<file path="config.mk">
export PLATFORM = sky130hd
export DESIGN_NAME = pulse_generator_flat
export DESIGN_NICKNAME = d
export VERILOG_FILES = /design/src/rtl/pulse_gen_pkg.sv /design/src/rtl/pulse_generator_if.sv /design/src/rtl/pulse_generator_down_counter.sv /design/src/rtl/pulse_generator.sv /design/src/flat_wrapper.sv
export SDC_FILE = /design/constraint.sdc
export NUM_CORES = 1
export LEC_CHECK = 0
export ABC_AREA = 1
export BUFFER_PORTS_ARGS = -buffer_cell sky130_fd_sc_hd__buf_2
export CAP_MARGIN = 15
export CORE_MARGIN = 1
export CORE_UTILIZATION = 58
export DETAILED_ROUTE_END_ITERATION = 16
export PLACE_DENSITY = 0.82
export SLEW_MARGIN = 15
export SYNTH_ARGS = -nofsm -noshare
export SYNTH_HDL_FRONTEND = slang
export SYNTH_SLANG_ARGS = --single-unit
</file>
<file path="constraint.sdc">
create_clock -name clock -period 2.7 [get_ports clock]
set_clock_uncertainty 0.2 [all_clocks]
set_input_delay 0.135 -clock clock [delete_from_list [all_inputs] [get_ports clock]]
set_output_delay 0.135 -clock clock [all_outputs]
set_load 0.02 [all_outputs]
</file>
<file path="src/rtl/pulse_gen_pkg.sv">
// pulse_gen_pkg: shared definitions for the pulse train generator slice.
//   state_t    - controller states (IDLE, PULSE, GAP, DONE)
//   CNT_W_DEF  - default width of the pulse-count path
//   GAP_W_DEF  - default width of the gap path
//   GAP_MIN    - smallest gap ever used; a programmed gap of 0 maps to it
package pulse_gen_pkg;

    typedef enum logic [1:0] {
        IDLE  = 2'd0,
        PULSE = 2'd1,
        GAP   = 2'd2,
        DONE  = 2'd3
    } state_t;

    localparam int unsigned CNT_W_DEF = 3;
    localparam int unsigned GAP_W_DEF = 3;
    localparam int unsigned GAP_MIN   = 1;

    // Effective gap: a programmed gap of zero becomes GAP_MIN so pulses never merge.
    function automatic logic [31:0] effective_gap(input logic [31:0] g);
        return (g == 32'd0) ? 32'(GAP_MIN) : g;
    endfunction

endpackage

</file>
<file path="src/rtl/pulse_generator_if.sv">
// pulse_generator_if: request/status bundle of the pulse train generator.
//   start       - one-cycle request (driven by master)
//   pulse_count - number of pulses N (driven by master)
//   gap         - low cycles G between pulses (driven by master)
//   pulse       - one-cycle pulse per emitted pulse (driven by slave)
//   busy        - train in progress (driven by slave)
//   done        - one-cycle completion strobe (driven by slave)
interface pulse_generator_if #(
    parameter int unsigned CNT_W = 3,
    parameter int unsigned GAP_W = 3
);

    logic             start;
    logic [CNT_W-1:0] pulse_count;
    logic [GAP_W-1:0] gap;
    logic             pulse;
    logic             busy;
    logic             done;

    modport master (
        output start, pulse_count, gap,
        input  pulse, busy, done
    );

    modport slave (
        input  start, pulse_count, gap,
        output pulse, busy, done
    );

endinterface

</file>
<file path="src/rtl/pulse_generator_down_counter.sv">
// down_counter: loadable down counter of parameterised width.
//   clock      - system clock
//   reset      - synchronous active-high reset, clears the count
//   load       - load load_value (has priority over enable)
//   load_value - value to load
//   enable     - decrement by one; holds at zero instead of wrapping
//   count      - current count
//   is_one     - count equals one (last step before exhausting)
module down_counter #(
    parameter int unsigned WIDTH = 3
) (
    input  logic             clock,
    input  logic             reset,
    input  logic             load,
    input  logic [WIDTH-1:0] load_value,
    input  logic             enable,
    output logic [WIDTH-1:0] count,
    output logic             is_one
);

    always_ff @(posedge clock) begin
        if (reset) begin
            count <= '0;
        end else if (load) begin
            count <= load_value;
        end else if (enable && (count != '0)) begin
            count <= count - WIDTH'(1);
        end
    end

    assign is_one = (count == WIDTH'(1));

endmodule

</file>
<file path="src/rtl/pulse_generator.sv">
// pulse_generator: emits N single-cycle pulses separated by Ge low cycles,
// where Ge = (gap == 0) ? 1 : gap, then a one-cycle done strobe.
//   clock - system clock, all state updates on posedge
//   reset - synchronous active-high reset; abandons any train silently
//   bus   - slave side of pulse_generator_if (start/pulse_count/gap in,
//           pulse/busy/done out, all outputs registered)
module pulse_generator
    import pulse_gen_pkg::*;
#(
    parameter int unsigned CNT_W = CNT_W_DEF,
    parameter int unsigned GAP_W = GAP_W_DEF
) (
    input  logic               clock,
    input  logic               reset,
    pulse_generator_if.slave   bus
);

    state_t           state;
    state_t           state_nxt;

    logic             accept;
    logic             rem_en;
    logic             rem_is_one;
    logic [CNT_W-1:0] rem_count;

    logic             gcnt_load;
    logic             gcnt_en;
    logic             gcnt_is_one;
    logic [GAP_W-1:0] gcnt_count;

    logic [GAP_W-1:0] ge_q;
    logic [GAP_W-1:0] ge_in;

    logic             pulse_q;
    logic             busy_q;
    logic             done_q;

    assign ge_in = GAP_W'(effective_gap(32'(bus.gap)));

    down_counter #(.WIDTH(CNT_W)) u_rem (
        .clock      (clock),
        .reset      (reset),
        .load       (accept),
        .load_value (bus.pulse_count),
        .enable     (rem_en),
        .count      (rem_count),
        .is_one     (rem_is_one)
    );

    down_counter #(.WIDTH(GAP_W)) u_gcnt (
        .clock      (clock),
        .reset      (reset),
        .load       (gcnt_load),
        .load_value (ge_q),
        .enable     (gcnt_en),
        .count      (gcnt_count),
        .is_one     (gcnt_is_one)
    );

    always_comb begin
        state_nxt = state;
        accept    = 1'b0;
        rem_en    = 1'b0;
        gcnt_load = 1'b0;
        gcnt_en   = 1'b0;
        unique case (state)
            IDLE: begin
                if (bus.start) begin
                    if (bus.pulse_count != '0) begin
                        accept    = 1'b1;
                        state_nxt = PULSE;
                    end else begin
                        state_nxt = DONE;
                    end
                end
            end
            PULSE: begin
                rem_en = 1'b1;
                if (rem_is_one) begin
                    state_nxt = DONE;
                end else begin
                    gcnt_load = 1'b1;
                    state_nxt = GAP;
                end
            end
            GAP: begin
                gcnt_en = 1'b1;
                if (gcnt_is_one) begin
                    state_nxt = PULSE;
                end
            end
            DONE: begin
                state_nxt = IDLE;
            end
            default: begin
                state_nxt = IDLE;
            end
        endcase
    end

    // Outputs are decoded from the next state and registered alongside it,
    // so they are aligned with the state they describe.
    always_ff @(posedge clock) begin
        if (reset) begin
            state   <= IDLE;
            ge_q    <= '0;
            pulse_q <= 1'b0;
            busy_q  <= 1'b0;
            done_q  <= 1'b0;
        end else begin
            state   <= state_nxt;
            if (accept) begin
                ge_q <= ge_in;
            end
            pulse_q <= (state_nxt == PULSE);
            busy_q  <= (state_nxt == PULSE) || (state_nxt == GAP);
            done_q  <= (state_nxt == DONE);
        end
    end

    assign bus.pulse = pulse_q;
    assign bus.busy  = busy_q;
    assign bus.done  = done_q;

    // Counters must never be exhausted while they are still being consumed.
    a_rem_live: assert property (@(posedge clock) disable iff (reset)
        (state == PULSE) |-> (rem_count != '0));
    a_gcnt_live: assert property (@(posedge clock) disable iff (reset)
        (state == GAP) |-> (gcnt_count != '0));
    a_pulse_busy: assert property (@(posedge clock) disable iff (reset)
        bus.pulse |-> bus.busy);
    a_done_idle: assert property (@(posedge clock) disable iff (reset)
        bus.done |-> !bus.busy);

endmodule

</file>
<file path="src/flat_wrapper.sv">
// flat-port wrapper written by rule: the top's interface ports become plain ports
module pulse_generator_flat import pulse_gen_pkg::*;
#(
    parameter int unsigned CNT_W = CNT_W_DEF,
    parameter int unsigned GAP_W = GAP_W_DEF
)
  (clock, reset, bus_start, bus_pulse_count, bus_gap, bus_pulse, bus_busy, bus_done);
  pulse_generator_if #(.CNT_W(CNT_W), .GAP_W(GAP_W)) bus_i ();
  input  logic clock;
  input  logic reset;
  input wire logic [$bits(bus_i.start)-1:0] bus_start;
  input wire logic [$bits(bus_i.pulse_count)-1:0] bus_pulse_count;
  input wire logic [$bits(bus_i.gap)-1:0] bus_gap;
  output wire logic [$bits(bus_i.pulse)-1:0] bus_pulse;
  output wire logic [$bits(bus_i.busy)-1:0] bus_busy;
  output wire logic [$bits(bus_i.done)-1:0] bus_done;
  assign bus_i.start = bus_start;
  assign bus_i.pulse_count = bus_pulse_count;
  assign bus_i.gap = bus_gap;
  assign bus_pulse = bus_i.pulse;
  assign bus_busy = bus_i.busy;
  assign bus_done = bus_i.done;
  pulse_generator #(.CNT_W(CNT_W), .GAP_W(GAP_W)) u_core (.clock(clock), .reset(reset), .bus(bus_i));
endmodule
</file>
-- Yosys cells after proc, flatten, opt, wreduce, memory -nomap -nowiden
Index checks and enable logic that the tools add are counted.
- register bits: 14
- ROM bits: 0
- output and inout port bits: 3
- bits in writable memories: 0
- memories kept: 0
- logic and storage cells: 44
- latch bits: 0
- $lt $le $gt $ge: 0
- div/mod/pow operators: 0
- bitwise logic cells: 0
- reductions and logical operators: 10
- shift-type cells: 0
- multipliers: 0
- eq/ne operators: 8
- mux-type cells: 17
- add/subtract/negate cells: 2
- operators with widths (cell ; count):
    $mux W3 ; 5
    $reduce_bool A3 Y1 ; 3
    $eq A2 B2 Y1 const B ; 4
    $mux W1 ; 8
    $pmux W2 S4 ; 1
    $eq A3 B1 Y1 const B ; 2
    $mux W2 ; 3
    $sub A3 B1 Y3 const B ; 2
    $eq A2 B1 Y1 const B ; 2
    $reduce_bool A2 Y1 ; 2
    $logic_not A3 Y1 ; 1
    $logic_and A1 B1 Y1 ; 2
    $logic_not A2 Y1 ; 1
    $logic_or A1 B1 Y1 ; 1

-- Depth between registers and ports, before layout
- depth in word-level cells: 6
- mapped depth: 11
- depth with buffers taken out: 11

-- By module
From an unflattened synthesis, not the netlist that was laid out.
- cell total of the unflattened synthesis: 124
- area total of the unflattened synthesis: 905.9 um2
- by module, submodules not included (module ; area an instance (um2) ; times used ; cells each):
    down_counter ; 231.5 ; 2 ; 34
    pulse_generator ; 442.9 ; 1 ; 56

-- Worst setup path before layout
No wires, ideal clock.
- kind: reg2reg
- start point: register u_core.u_gcnt.count[1]
- end point: register u_core.busy_q (netlist: u_core.bus.busy)
- arrival time: 1145 ps
- setup slack: 1229 ps
- clock period less this slack: 1471 ps
- stages on the path, launching flop included: 11
- buffers on the path: 0
- data required time: 2374 ps
- library setup time: 126 ps
- cells stage by stage: dfxtp_1 -> inv_1 -> ha_1 -> inv_1 -> nor2_1 -> nor2_1 -> nor2_1 -> o21ai_2 -> inv_2 -> ha_1 -> nor2_1
- longest elaborated chain between the ends: 5
- elaborated cells between the ends (all ways): 6
- classes of those cells: eq/ne (3); mux (2); reduce/logical (1)
- ends and longest elaborated chain (what ; line ; text):
    start: declaration ; pulse_generator_down_counter.sv:17 ; output logic [WIDTH-1:0] count,
    start signal: assignment ; pulse_generator_down_counter.sv:25 ; count <= load_value;
    start signal: assignment ; pulse_generator_down_counter.sv:27 ; count <= count - WIDTH'(1);
    $eq A3 B1 Y1 * ; pulse_generator_down_counter.sv:31 ; assign is_one = (count == WIDTH'(1));
    $mux W2 * ; pulse_generator.sv:88 ; if (gcnt_is_one) begin
    $pmux W2 S4 * ; pulse_generator.sv:66 ; unique case (state)
    net u_core.state_nxt[1] ; pulse_generator.sv:19 ; state_t state_nxt;
    $eq A2 B1 Y1 / $eq A2 B2 Y1 (equally long branches) ; pulse_generator.sv:116 ; busy_q <= (state_nxt == PULSE) || (state_nxt == GAP);
    $logic_or A1 B1 Y1 * ; pulse_generator.sv:116 ;
    end signal: assignment ; pulse_generator.sv:116 ;
    end: declaration ; pulse_generator.sv:35 ; logic busy_q;
Mark *: on every way through the listed nets, which the timed path passes. The rest lies on a longest branch.
A chain may end at the register's enable or synchronous reset.

-- Worst setup path after layout
- start point: register u_core.state[1]
- end point: register u_core.ge_q[0]
- longest elaborated chain between the ends: 2
- ends and longest elaborated chain (what ; line ; text):
    start: declaration ; pulse_generator.sv:18 ; state_t state;
    start signal: assignment ; pulse_generator.sv:111 ; state <= state_nxt;
    $logic_not A2 Y1 ; pulse_generator.sv:66 ;
    $mux W1 ; pulse_generator.sv:66 ;
    end signal: assignment ; pulse_generator.sv:113 ; ge_q <= ge_in;
    end: declaration ; pulse_generator.sv:31 ; logic [GAP_W-1:0] ge_q;
No other way between the ends.

==> impl_metrics.yaml <==
timing:
  timing.setup.tns_ns: 0
  fmax_mhz: 541
  hold_viol: 0
  relSlewSlack: 0.837
  setup_viol: 0
  fin_crit_sh: 0.684
  rsz0062_at_grt: "false"
  worst_slew_pin_slew_ns: 0.244
  drv_slew: 0
  layout_min_cycle_time_ns: 1.85
clock_network:
  cts_resized: 0
  clock_latency_ns: 0.28
  cts_buffers: 3
  clock-root-buffer: "clkbuf_4"
  cts_hold_buf: 4
  path_clk_slew_ns: 0.09
  clock-sinks: 14
  cts_tree: "built"
  clockBufferDepth: 2
  postCtsSetupRepairBufs: 0
  htree_levels: 1
synthesis:
  yosys-top-cells-area: "dfxtp_1 34%, ha_1 12%, nor2_1 12%"
  synth_cell_types: 20
  yosys.area.top_type: "dfxtp_1"
  syn-num-nets: 139
  ys_seq_elements: 14
  synthCells: 122
  yosys_warnings: 0
  synth_top_area_frac: 0.339
  syn-cell-area_sq_um: 827
  syn_avg_cell_area_sq_um: 6.78
  synth-seq-area-share: 0.339
worst_hold_path:
  min_path_type: "in -> reg"
worst_setup_path:
  endpoint_kind: "flip-flop"
  ff2ff_setup_slack_ns: 0.85
  critPathKind: "reg -> reg"
  cp-startpoint: "u_core.state[1]"
  r2r_cells: 8
  crit_path_end: "u_core.ge_q[0]"
  critPathRequiredTime_ns: 2.73
  regToRegStartpoint: "u_core.state[1]"
  rr_endpoint: "u_core.ge_q[0]"
  crit_path_start_kind: "flip-flop"
  worstPathMaxFanout: 9
  crit_arrival_ns: 1.88
flow_run:
  cap_violations: 0
grt:
  grt_max_degree: 10
  grt_pass1_vias: 691
  grt_usage: 0.260
  antenna_found_initial: 0
  grt_pass1_wl_microns: 2660
  overflow: 0
floorplan:
  die-area_sq_um: 1580
  die_w_microns: 39.8
  core_area_sq_um: 1320
  start_util: 0.628
  row_count: 13
  die_h_microns: 39.8
  io_pins: 12
power:
  intPower_uw: 377
  power_switching_uw: 197
  swShare: 0.343
  ir_worst_vdd_mv: 0.467
  power_density_nw_per_um2: 590
  comb_power_share: 0.304
  clockPowerShare: 0.268
  leakage_nw: 0.516
  total_power_uw: 575
  power_frac_seq: 0.428
detailed_routing:
  wl_microns: 1670
  ant_nets: 0
  drc: 0
  num_vias: 767
  drtIter0Drc: 15
  wl_per_cell_microns: 10.8
  avgViaCountPerCell: 4.95
  firstDrtPassIters: 4
finish:
  area.sequential_sq_um: 280
  final_area_sq_um: 973
  fin_nets: 158
  multi_input_area_sq_um: 460
  fillerInstances: 108
  areaGrowthSynthToFinish_pct: 17.7
  drive_gt1_frac: 0.193
  num_antenna_cells: 0
place:
  io_buffers: 11
  hpwl_microns: 1280
  dpl_cell_area_sq_um: 897
  gp_congestion: 0.812
outcome:
  status: "completed"
[flip-flops by register name, indices dropped and copies added (netlist names)]
| signal | count |
|---|---|
| u_core.bus.done | 1 |
| u_core.state | 2 |
| u_core.u_gcnt.count | 3 |
| u_core.ge_q | 3 |
| u_core.bus.busy | 1 |
| u_core.bus.pulse | 1 |
| u_core.u_rem.count | 3 |
[stage by stage]
stage	std cells	worst slack (ns)	utilization	hold slack (ns)
after floorplan	122	1.23	-	0.100
after global routing	155	0.718	0.739	0.0999
after global placement	147	1.20	0.681	0.199
after detailed placement	147	1.13	0.681	0.212
final	155	0.853	0.739	0.0500
after CTS	155	0.870	0.739	0.0561
[how the worst min path moves through the flow]
stage	start	end	slack, ns	depth (start not counted)
floorplan	bus_gap[1]	u_core.ge_q[1]	0.10	2
global placement	bus_gap[1]	u_core.ge_q[1]	0.20	3
CTS	bus_pulse_count[2]	u_core.u_rem.count[2]	0.06	5
finish	bus_pulse_count[2]	u_core.u_rem.count[2]	0.05	5
global route	bus_pulse_count[0]	u_core.u_rem.count[0]	0.1	5
detailed placement	reset	u_core.ge_q[0]	0.21	2
[worst max-delay path, stage by stage, from the launching register on]
cell and delay (ns):
dfxtp_1 0.36, inv_2 0.09, nand2_1 0.05, nor2_1 0.12, nand2_2 0.15, inv_2 0.10
nand2_1 0.07, a21oi_2 0.11, dlygate4sd3_1 0.55
[layout by cell type (no fill, tap or decap), drive strengths merged]
master	count
nand3b	1
inv	22
nor2	28
o21ai	3
buf	11
clkbuf	4
a21oi	5
o21bai	1
nand2	26
o211ai	1
dlygate4sd3	4
ha	8
nand3	12
dfxtp	14
[cell families after synthesis]
group           share of synthesized area
fa+ha+maj                           0.121
compound gates                     0.0757
flops                               0.339
simple gates                        0.360
buf+inv                             0.104
[routing by layer]
layer / wire [microns] / vias up / share of wire / GRT usage
met5: 0 / - / 0 / 0
met4: 34 / 0 / 0.020 / 0.147
met1: 735 / 342 / 0.44 / 0.301
li1: - / 412 / - / -
met2: 875 / 8 / 0.52 / 0.451
met3: 24 / 5 / 0.014 / 0.0341
[power groups by stage]
stage | clock network (mW) | logic, mW | registers (mW)
floorplan | 0 | 0.123 | 0.255
global placement | 0 | 0.160 | 0.250
detailed placement | 0 | 0.168 | 0.250
CTS | 0.152 | 0.175 | 0.246
global route | 0.162 | 0.203 | 0.248
finish | 0.154 | 0.175 | 0.246
[Yosys cell counts]
cell      count
nor2_4        1
inv_2         4
o211ai_1      1
o21bai_1      1
ha_1          8
dfxtp_1      14
nand3b_1      1
a21oi_1       4
o21ai_2       1
nand2_2       2
nand2_4       1
a21oi_2       1
nand3_1      11
o21ai_0       2
inv_1        18
nor2_1       26
nor2_2        1
clkbuf_1      1
nand3_2       1
nand2_1      23
[final cells by class]
type / count / share of cell area
Tap cell: 15 / 0.0193
Clock buffer: 4 / 0.0373
Inverter: 22 / 0.0848
Multi-Input combinational cell: 85 / 0.473
Sequential cell: 14 / 0.288
Timing Repair Buffer: 15 / 0.0977
No activity file was read; power rests on OpenSTA's default activity.
